File: config.mk
export PLATFORM = sky130hd
export DESIGN_NAME = ddr3_reset_n_seq_flat
export DESIGN_NICKNAME = d
export VERILOG_FILES = /design/src/rtl/ddr3_reset_n_seq_if.sv /design/src/rtl/ddr3_reset_n_seq.sv /design/src/flat_wrapper.sv
export SDC_FILE = /design/constraint.sdc
export NUM_CORES = 1
export LEC_CHECK = 0
export BUFFER_PORTS_ARGS = -buffer_cell sky130_fd_sc_hd__buf_2
export CORE_ASPECT_RATIO = 1.1
export CORE_UTILIZATION = 57
export DETAILED_ROUTE_END_ITERATION = 12
export PLACE_DENSITY = 0.77
export SYNTH_ARGS = -nofsm -noshare
export SYNTH_HDL_FRONTEND = slang
export SYNTH_SLANG_ARGS = --single-unit
File: constraint.sdc
create_clock -name FAB_CLK -period 3 [get_ports FAB_CLK]
set_input_delay 0.75 -clock FAB_CLK [delete_from_list [all_inputs] [get_ports FAB_CLK]]
set_output_delay 0.75 -clock FAB_CLK [all_outputs]
set_load 0.01 [all_outputs]
File: src/rtl/ddr3_reset_n_seq_if.sv
// DDR3 RESET_N sequencer bundle: controller-side control
// plus the RESET_N IOD lane and delay-line handshake.
interface ddr3_reset_n_seq_if;
    logic       START;
    logic       RESET_REQ;
    logic [3:0] TX_DATA_0;
    logic [3:0] OE_DATA_0;
    logic       ODT_EN_0;
    logic       CKE_READY;
    logic       BUSY;
    logic       DLY_ADJ_REQ;
    logic       DLY_ADJ_DIR;
    logic       DLY_ADJ_ACK;
    logic       DLY_ERR;
    logic       DELAY_LINE_LOAD_0;
    logic       DELAY_LINE_MOVE_0;
    logic       DELAY_LINE_DIRECTION_0;
    logic       DELAY_LINE_OUT_OF_RANGE_0;

    modport slave (
        input  START,
        input  RESET_REQ,
        input  DLY_ADJ_REQ,
        input  DLY_ADJ_DIR,
        input  DELAY_LINE_OUT_OF_RANGE_0,
        output TX_DATA_0,
        output OE_DATA_0,
        output ODT_EN_0,
        output CKE_READY,
        output BUSY,
        output DLY_ADJ_ACK,
        output DLY_ERR,
        output DELAY_LINE_LOAD_0,
        output DELAY_LINE_MOVE_0,
        output DELAY_LINE_DIRECTION_0
    );

    modport master (
        output START,
        output RESET_REQ,
        output DLY_ADJ_REQ,
        output DLY_ADJ_DIR,
        output DELAY_LINE_OUT_OF_RANGE_0,
        input  TX_DATA_0,
        input  OE_DATA_0,
        input  ODT_EN_0,
        input  CKE_READY,
        input  BUSY,
        input  DLY_ADJ_ACK,
        input  DLY_ERR,
        input  DELAY_LINE_LOAD_0,
        input  DELAY_LINE_MOVE_0,
        input  DELAY_LINE_DIRECTION_0
    );
endinterface

File: src/rtl/ddr3_reset_n_seq.sv
// DDR3 RESET_N power-up/re-reset sequencer and RESET_N IOD
// delay-line step engine, all outputs registered on FAB_CLK.
module ddr3_reset_n_seq #(
    parameter int RST_LOW_CYCLES  = 40000,
    parameter int CKE_WAIT_CYCLES = 100000,
    parameter int SETTLE_CYCLES   = 2
) (
    input  logic FAB_CLK,
    input  logic ARST_N,
    ddr3_reset_n_seq_if.slave bus
);

    localparam int MAXC = (RST_LOW_CYCLES > CKE_WAIT_CYCLES) ?
                          RST_LOW_CYCLES : CKE_WAIT_CYCLES;
    localparam int CW = $clog2(MAXC);
    localparam logic [CW-1:0] R_LAST = CW'(RST_LOW_CYCLES - 1);
    localparam logic [CW-1:0] C_LAST = CW'(CKE_WAIT_CYCLES - 1);
    localparam logic [3:0]    S_LAST = 4'(SETTLE_CYCLES);

    typedef enum logic [1:0] {
        S_IDLE, S_ASSERT, S_RELEASE, S_DONE
    } seq_e;

    typedef enum logic [2:0] {
        D_LOAD, D_IDLE, D_DIR, D_MOVE, D_SETTLE
    } dly_e;

    seq_e          seq_q, seq_d;
    logic [CW-1:0] cnt_q, cnt_d;
    logic [3:0]    tx_q, tx_d;
    logic          cke_q, cke_d;
    logic          busy_q, busy_d;

    dly_e          dly_q, dly_d;
    logic [3:0]    scnt_q, scnt_d;
    logic          dir_q, dir_d;
    logic          load_q, load_d;
    logic          move_q, move_d;
    logic          ack_q, ack_d;
    logic          oor_q, oor_d;
    logic          err_q, err_d;

    always_comb begin
        seq_d = seq_q;
        cnt_d = cnt_q;
        unique case (seq_q)
            S_IDLE: begin
                if (bus.START) begin
                    seq_d = S_ASSERT;
                    cnt_d = '0;
                end
            end
            S_ASSERT: begin
                if (cnt_q == R_LAST) begin
                    seq_d = S_RELEASE;
                    cnt_d = '0;
                end else begin
                    cnt_d = cnt_q + 1'b1;
                end
            end
            S_RELEASE: begin
                if (cnt_q == C_LAST) begin
                    seq_d = S_DONE;
                    cnt_d = '0;
                end else begin
                    cnt_d = cnt_q + 1'b1;
                end
            end
            S_DONE: begin
                if (bus.RESET_REQ) begin
                    seq_d = S_ASSERT;
                    cnt_d = '0;
                end
            end
        endcase
        // Lane outputs trail the state register by one edge
        tx_d   = {4{(seq_q == S_RELEASE) || (seq_q == S_DONE)}};
        cke_d  = (seq_q == S_DONE);
        busy_d = (seq_q == S_ASSERT) || (seq_q == S_RELEASE);
    end

    always_comb begin
        dly_d  = dly_q;
        scnt_d = scnt_q;
        dir_d  = dir_q;
        load_d = 1'b0;
        move_d = 1'b0;
        ack_d  = 1'b0;
        oor_d  = 1'b0;
        err_d  = err_q | oor_q;
        unique case (dly_q)
            D_LOAD: begin
                load_d = 1'b1;
                dly_d  = D_IDLE;
            end
            D_IDLE: begin
                if (bus.DLY_ADJ_REQ) begin
                    dir_d = bus.DLY_ADJ_DIR;
                    dly_d = D_DIR;
                end
            end
            D_DIR: begin
                dly_d = D_MOVE;
            end
            D_MOVE: begin
                move_d = 1'b1;
                scnt_d = '0;
                dly_d  = D_SETTLE;
            end
            D_SETTLE: begin
                if (scnt_q == S_LAST) begin
                    ack_d = 1'b1;
                    oor_d = bus.DELAY_LINE_OUT_OF_RANGE_0;
                    dly_d = D_IDLE;
                end else begin
                    scnt_d = scnt_q + 1'b1;
                end
            end
            default: begin
                dly_d = D_IDLE;
            end
        endcase
    end

    always_ff @(posedge FAB_CLK or negedge ARST_N) begin
        if (!ARST_N) begin
            seq_q  <= S_IDLE;
            cnt_q  <= '0;
            tx_q   <= 4'b0000;
            cke_q  <= 1'b0;
            busy_q <= 1'b0;
            dly_q  <= D_LOAD;
            scnt_q <= '0;
            dir_q  <= 1'b0;
            load_q <= 1'b0;
            move_q <= 1'b0;
            ack_q  <= 1'b0;
            oor_q  <= 1'b0;
            err_q  <= 1'b0;
        end else begin
            seq_q  <= seq_d;
            cnt_q  <= cnt_d;
            tx_q   <= tx_d;
            cke_q  <= cke_d;
            busy_q <= busy_d;
            dly_q  <= dly_d;
            scnt_q <= scnt_d;
            dir_q  <= dir_d;
            load_q <= load_d;
            move_q <= move_d;
            ack_q  <= ack_d;
            oor_q  <= oor_d;
            err_q  <= err_d;
        end
    end

    assign bus.TX_DATA_0              = tx_q;
    assign bus.OE_DATA_0              = 4'b1111;
    assign bus.ODT_EN_0               = 1'b0;
    assign bus.CKE_READY              = cke_q;
    assign bus.BUSY                   = busy_q;
    assign bus.DLY_ADJ_ACK            = ack_q;
    assign bus.DLY_ERR                = err_q;
    assign bus.DELAY_LINE_LOAD_0      = load_q;
    assign bus.DELAY_LINE_MOVE_0      = move_q;
    assign bus.DELAY_LINE_DIRECTION_0 = dir_q;

endmodule

File: src/flat_wrapper.sv
// flat-port wrapper written by rule: the top's interface ports become plain ports
module ddr3_reset_n_seq_flat 
#(
    parameter int RST_LOW_CYCLES  = 40000,
    parameter int CKE_WAIT_CYCLES = 100000,
    parameter int SETTLE_CYCLES   = 2
)
  (FAB_CLK, ARST_N, bus_START, bus_RESET_REQ, bus_DLY_ADJ_REQ, bus_DLY_ADJ_DIR, bus_DELAY_LINE_OUT_OF_RANGE_0, bus_TX_DATA_0, bus_OE_DATA_0, bus_ODT_EN_0, bus_CKE_READY, bus_BUSY, bus_DLY_ADJ_ACK, bus_DLY_ERR, bus_DELAY_LINE_LOAD_0, bus_DELAY_LINE_MOVE_0, bus_DELAY_LINE_DIRECTION_0);
  ddr3_reset_n_seq_if bus_i ();
  input  logic FAB_CLK;
  input  logic ARST_N;
  input wire logic [$bits(bus_i.START)-1:0] bus_START;
  input wire logic [$bits(bus_i.RESET_REQ)-1:0] bus_RESET_REQ;
  input wire logic [$bits(bus_i.DLY_ADJ_REQ)-1:0] bus_DLY_ADJ_REQ;
  input wire logic [$bits(bus_i.DLY_ADJ_DIR)-1:0] bus_DLY_ADJ_DIR;
  input wire logic [$bits(bus_i.DELAY_LINE_OUT_OF_RANGE_0)-1:0] bus_DELAY_LINE_OUT_OF_RANGE_0;
  output wire logic [$bits(bus_i.TX_DATA_0)-1:0] bus_TX_DATA_0;
  output wire logic [$bits(bus_i.OE_DATA_0)-1:0] bus_OE_DATA_0;
  output wire logic [$bits(bus_i.ODT_EN_0)-1:0] bus_ODT_EN_0;
  output wire logic [$bits(bus_i.CKE_READY)-1:0] bus_CKE_READY;
  output wire logic [$bits(bus_i.BUSY)-1:0] bus_BUSY;
  output wire logic [$bits(bus_i.DLY_ADJ_ACK)-1:0] bus_DLY_ADJ_ACK;
  output wire logic [$bits(bus_i.DLY_ERR)-1:0] bus_DLY_ERR;
  output wire logic [$bits(bus_i.DELAY_LINE_LOAD_0)-1:0] bus_DELAY_LINE_LOAD_0;
  output wire logic [$bits(bus_i.DELAY_LINE_MOVE_0)-1:0] bus_DELAY_LINE_MOVE_0;
  output wire logic [$bits(bus_i.DELAY_LINE_DIRECTION_0)-1:0] bus_DELAY_LINE_DIRECTION_0;
  assign bus_i.START = bus_START;
  assign bus_i.RESET_REQ = bus_RESET_REQ;
  assign bus_i.DLY_ADJ_REQ = bus_DLY_ADJ_REQ;
  assign bus_i.DLY_ADJ_DIR = bus_DLY_ADJ_DIR;
  assign bus_i.DELAY_LINE_OUT_OF_RANGE_0 = bus_DELAY_LINE_OUT_OF_RANGE_0;
  assign bus_TX_DATA_0 = bus_i.TX_DATA_0;
  assign bus_OE_DATA_0 = bus_i.OE_DATA_0;
  assign bus_ODT_EN_0 = bus_i.ODT_EN_0;
  assign bus_CKE_READY = bus_i.CKE_READY;
  assign bus_BUSY = bus_i.BUSY;
  assign bus_DLY_ADJ_ACK = bus_i.DLY_ADJ_ACK;
  assign bus_DLY_ERR = bus_i.DLY_ERR;
  assign bus_DELAY_LINE_LOAD_0 = bus_i.DELAY_LINE_LOAD_0;
  assign bus_DELAY_LINE_MOVE_0 = bus_i.DELAY_LINE_MOVE_0;
  assign bus_DELAY_LINE_DIRECTION_0 = bus_i.DELAY_LINE_DIRECTION_0;
  ddr3_reset_n_seq #(.RST_LOW_CYCLES(RST_LOW_CYCLES), .CKE_WAIT_CYCLES(CKE_WAIT_CYCLES), .SETTLE_CYCLES(SETTLE_CYCLES)) u_core (.FAB_CLK(FAB_CLK), .ARST_N(ARST_N), .bus(bus_i));
endmodule
---- Word-level counts from Yosys, hierarchy flattened ----
Cells that the tools add are included.
Widths: inputs -> output; s select.
operators by class
  $add $sub $neg .......................... 2
  eq/ne operators ......................... 17
  mux-type cells .......................... 21
  bitwise operators ....................... 1
  reduce and logical (&&, ||, !) cells .... 10
operator list
  operator               count
  $mux 17                4
  $pmux 17 s4            1
  $add 17x1->17 const B  1
  $eq 17x16->1 const B   1
  $eq 17x17->1 const B   1
  $pmux 3 s4             1
  $mux 2                 4
  $ne 2x2->1 const B     4
  $pmux 2 s4             1
  $pmux 4 s2             1
  $reduce_and 2->1       4
  $eq 3x2->1 const B     2
  $mux 1                 6
  $mux 3                 2
  $ne 2x1->1 const B     3
  $add 4x1->4 const B    1
  $eq 2x2->1 const B     2
  $eq 4x2->1 const B     1
  $mux 4                 1
  $reduce_and 4->1       1
  $eq 3x1->1 const B     1
  $eq 3x3->1 const B     1
  $logic_not 3->1        1
  $eq 2x1->1 const B     1
  other kinds (4)        5
storage, ports and cells
  bits in registers ....................... 35
  input bits .............................. 7
  word-level logic and storage cells ...... 64

---- Depth between registers and ports, before layout ----
  word-level depth ........................ 3
  mapped depth ............................ 8
  depth with buffers taken out ............ 7

---- Worst setup path before layout ----
Ideal clock, no wire load.
  path kind ............................... register -> register
  from .................................... reg u_core.cnt_q[5]
  to ...................................... reg u_core.seq_q[1]
  arrival ................................. 2.017 ns
  required time ........................... 2.875 ns
  setup slack ............................. 0.858 ns
  cell stages (with the launch flop) ...... 5
  buffers on the path ..................... 0
  period minus slack after synthesis ...... 2.142 ns
  cells stage by stage .................... dfrtp_1 or4b_1 o41a_1 or3_4 mux2_4
between the ends
  longest elaborated chain between the ends .. 3
  elaborated cells between the ends (all ways) .. 5
  classes of those cells .................. eq/ne: 4; reduce/logical: 1
RTL lines
  element                                              RTL line                                        source
  start, declared                                      ddr3_reset_n_seq.sv:29                          logic [CW-1:0] cnt_q, cnt_d;
  start signal, assigned                               ddr3_reset_n_seq.sv:142                         cnt_q <= cnt_d;
  $eq 17x17->1 / $eq 17x16->1 (equally long branches)  ddr3_reset_n_seq.sv:62, ddr3_reset_n_seq.sv:54
  $ne 2x1->1 (no source line)                          --
  $reduce_and 4->1 (no source line) *                  --
  end signal, assigned                                 ddr3_reset_n_seq.sv:141                         seq_q <= seq_d;
  end, declared                                        ddr3_reset_n_seq.sv:28                          seq_e seq_q, seq_d;
Mark *: on every way between the ends. The rest lies on a longest branch, timed or not.
A chain may end at the register's enable or synchronous reset.

---- Final worst setup path ----
  from .................................... reg u_core.cnt_q[5]
  to ...................................... reg u_core.cnt_q[10]
between the ends
  longest elaborated chain between the ends .. 3
  elaborated cells between the ends (all ways) .. 6
  classes of those cells .................. add/sub: 1; eq/ne: 2; mux: 3
RTL lines
  element                                RTL line                                        source
  $add 17x1->17 (tied with other cells)  ddr3_reset_n_seq.sv:58, ddr3_reset_n_seq.sv:66
  $mux 17, on equally long branches      ddr3_reset_n_seq.sv:62, ddr3_reset_n_seq.sv:54
  $pmux 17 s4 *                          ddr3_reset_n_seq.sv:46                          unique case (seq_q)
Marked as above.

==> reports/metrics.yaml <==
floorplan:
  dieArea_um2: 3490
  die_x_um: 56.4
  num_rows: 21
  pin_count: 23
  start_util: 0.604
  core_area_um2: 3070
  die_h_um: 61.9
synthesis:
  yosys_warnings: 0
  synthArstFlopShare: 1.00
  synth_edf_count: 0
  synth_cell_type_count: 45
  yosysSeqAreaShare: 0.472
  syn_inst: 188
  ys_ff_latch: 35
  synth-main-ff-cell: "dfrtp_1"
  netlist_area_um2: 1860
  syn_avg_cell_area_um2: 9.88
power_and_ir_drop:
  power_per_cell_area_nw_per_um2: 838
  p_leak_nw: 0.951
  vdd_drop_max_uv: 629
job:
  drv_cap: 0
cts:
  post_cts_buffers: 0
  cts_root_buffer: "clkbuf_4"
  cts_num_sinks: 35
  cts_tree: "done"
  cts-buffers-inserted: 5
  clk_pin_slew_ps: 100
  htree_levels: 2
  insertion_delay_ps: 340
  cts.repair.resized: 0
  cts_max_path_buffers: 2
  cts-hold-fix-buffers: 0
placement:
  numPortBuffers: 17
  routabilityCongestion: 0.850
  post_dp_cell_area_um2: 1910
  hpwl_mm: 2.51
detailed_routing:
  viasPerCell: 6.10
  wl_per_cell_um: 15.2
  wirelength_mm: 3.60
  drc: 0
  drtPass1Iterations: 4
  drt-initial-drc-count: 55
  vias: 1439
  ant_nets: 0
timing:
  hold_violations: 0
  fin_setup_tns_ps: 0
  fin_crit_sh: 0.790
  relSlewSlack: 0.488
  worst_pin_slew_ps: 767
  rsz0062_at_grt: "false"
  min_period_ps: 2370
  fin_skew_ps: 6.77
  finalMaxSlewViolations: 0
  fmax_mhz: 422
  finalSetupViolations: 0
grt:
  grt_overflow: 0
  antenna_found_initial: 0
  grt_pass1_vias: 1338
  track_usage: 0.228
  grt_pass1_wl_mm: 5.97
  grt_max_degree: 36
finish:
  design_area_um2: 1970
  area_growth_pct: 5.86
  n_antenna_cell: 0
  layout-drive-gt1-share: 0.163
  layout.nets: 217
  fillCellCount: 260
worst_hold_path:
  hold_class: "flop to flop"
setup_path:
  timing_worst_setup_path_type: "flop to flop"
  required_ps: 3240
  arrival_ps: 2610
  worst_path_max_delay_cell: "or4b_1"
  critPathMaxFanout: 9
  crit_buf_inv: 0
  crit_path_cell_trace: "or4b_1, o41a_1, o21ai_2, nor2_1, a22o_1"
  startpoint_type: "flop"
  end_kind: "flop"
  critPathMaxStageDelay_ps: 530
  path_delay_family: "compound AO/OA/AOI/OAI gates"
run_status:
  status: "completed"
metrics by stage:
| stage | utilization | total power, mW | std cells | setup WS, ps | hold slack (ps) |
|---|---|---|---|---|---|
| floorplan | - | 1.25 | 191 | 858 | 413 |
| detailed placement | 0.621 | 1.40 | 229 | 669 | 426 |
| global route | 0.639 | 1.77 | 236 | 524 | 462 |
| CTS | 0.639 | 1.66 | 236 | 650 | 448 |
| finish | 0.639 | 1.65 | 236 | 630 | 446 |
| global placement | 0.621 | 1.36 | 229 | 723 | 425 |
sequential cells by signal, summed over array words and instances (netlist names):
register,cells
u_core.dly_q,3
u_core.bus.DELAY_LINE_MOVE_0,1
u_core.cnt_q,17
u_core.bus.DELAY_LINE_DIRECTION_0,1
u_core.bus.BUSY,1
u_core.oor_q,1
u_core.bus.DLY_ADJ_ACK,1
u_core.bus.DELAY_LINE_LOAD_0,1
u_core.scnt_q,4
u_core.seq_q,2
u_core.bus.DLY_ERR,1
u_core.bus.TX_DATA_0,1
u_core.bus.CKE_READY,1
per-layer routing:
metal	GRT usage	vias to the layer above	share of wire
li1	-	684	-
met3	0.0435	12	0.041
met2	0.412	42	0.51
met4	0.143	0	0.032
met1	0.254	701	0.41
met5	0	-	0
report_power, final:
part	internal, mW	switching, mW	total, mW	leakage [nW]
registers	0.572	0.0908	0.663	0.464
logic	0.306	0.421	0.727	0.453
clock network	0.108	0.149	0.257	0.0341
cell type report:
class | instances | area [um2] | area share
Sequential cell | 35 | 876 | 0.446
Multi-Input combinational cell | 133 | 868 | 0.442
Timing Repair Buffer | 17 | 85.1 | 0.0433
Clock buffer | 6 | 51.3 | 0.0261
Tap cell | 34 | 42.5 | 0.0216
Inverter | 10 | 37.5 | 0.0191
Clock inverter | 1 | 5.00 | 0.00255
Yosys cell counts (all sizes together) (3+ instances only):
| cell | count | share of area |
|---|---|---|
| nand4 | 3 | 0.010 |
| nand3 | 10 | 0.027 |
| ha | 8 | 0.054 |
| a22o | 8 | 0.038 |
| or2 | 3 | 0.010 |
| a21o | 5 | 0.020 |
| clkbuf | 4 | 0.0081 |
| dfrtp | 35 | 0.47 |
| and3 | 5 | 0.017 |
| o21ai | 11 | 0.032 |
| nor3 | 3 | 0.0081 |
| nor2 | 17 | 0.034 |
| inv | 10 | 0.020 |
| buf | 9 | 0.038 |
| nand2 | 15 | 0.030 |
| a21oi | 5 | 0.013 |
cells in the final DEF (no fill, tap or decap), drive strengths merged, types with 6 or more instances in the layout:
master  netlist  routed
o21ai        11      11
clkbuf        4       6
nand3        10      10
ha            8       8
buf           9      17
inv          10      10
nand2        15      15
nor2         17      17
dfrtp        35      35
a22o          8       8
cell families after synthesis:
family	share of synthesized area
AOI/OAI and AO/OA	0.161
xor gates and xnor gates	0.00944
adders and majority gates	0.0539
buffers and inverters	0.0667
DFF	0.472
muxes	0.0249
other	0.00404
and+or+nand+nor	0.208
worst register-to-register path: cells and delay by family, from the launching register on:
kind	cells	cell delay, ps
AOI/OAI and AO/OA	3	1050
DFF	1	450
and+or+nand+nor	2	770
path summary, 6_finish.rpt:
check                      cells after the start       startpoint                           endpoint  slack, ps
setup / recovery                               5  u_core.cnt_q[5]                   u_core.cnt_q[10]        630
hold / removal                                 1     u_core.oor_q                 u_core.bus.DLY_ERR        450
setup reg to reg                               5  u_core.cnt_q[5]                   u_core.cnt_q[10]        630
hold reg to reg                                1     u_core.oor_q                 u_core.bus.DLY_ERR        450
max in group asynchronous                      1           ARST_N  u_core.bus.DELAY_LINE_DIRECTION_0       2050
min in group asynchronous                      1           ARST_N                   u_core.scnt_q[2]        470
Power figures use the tool's default switching activity.
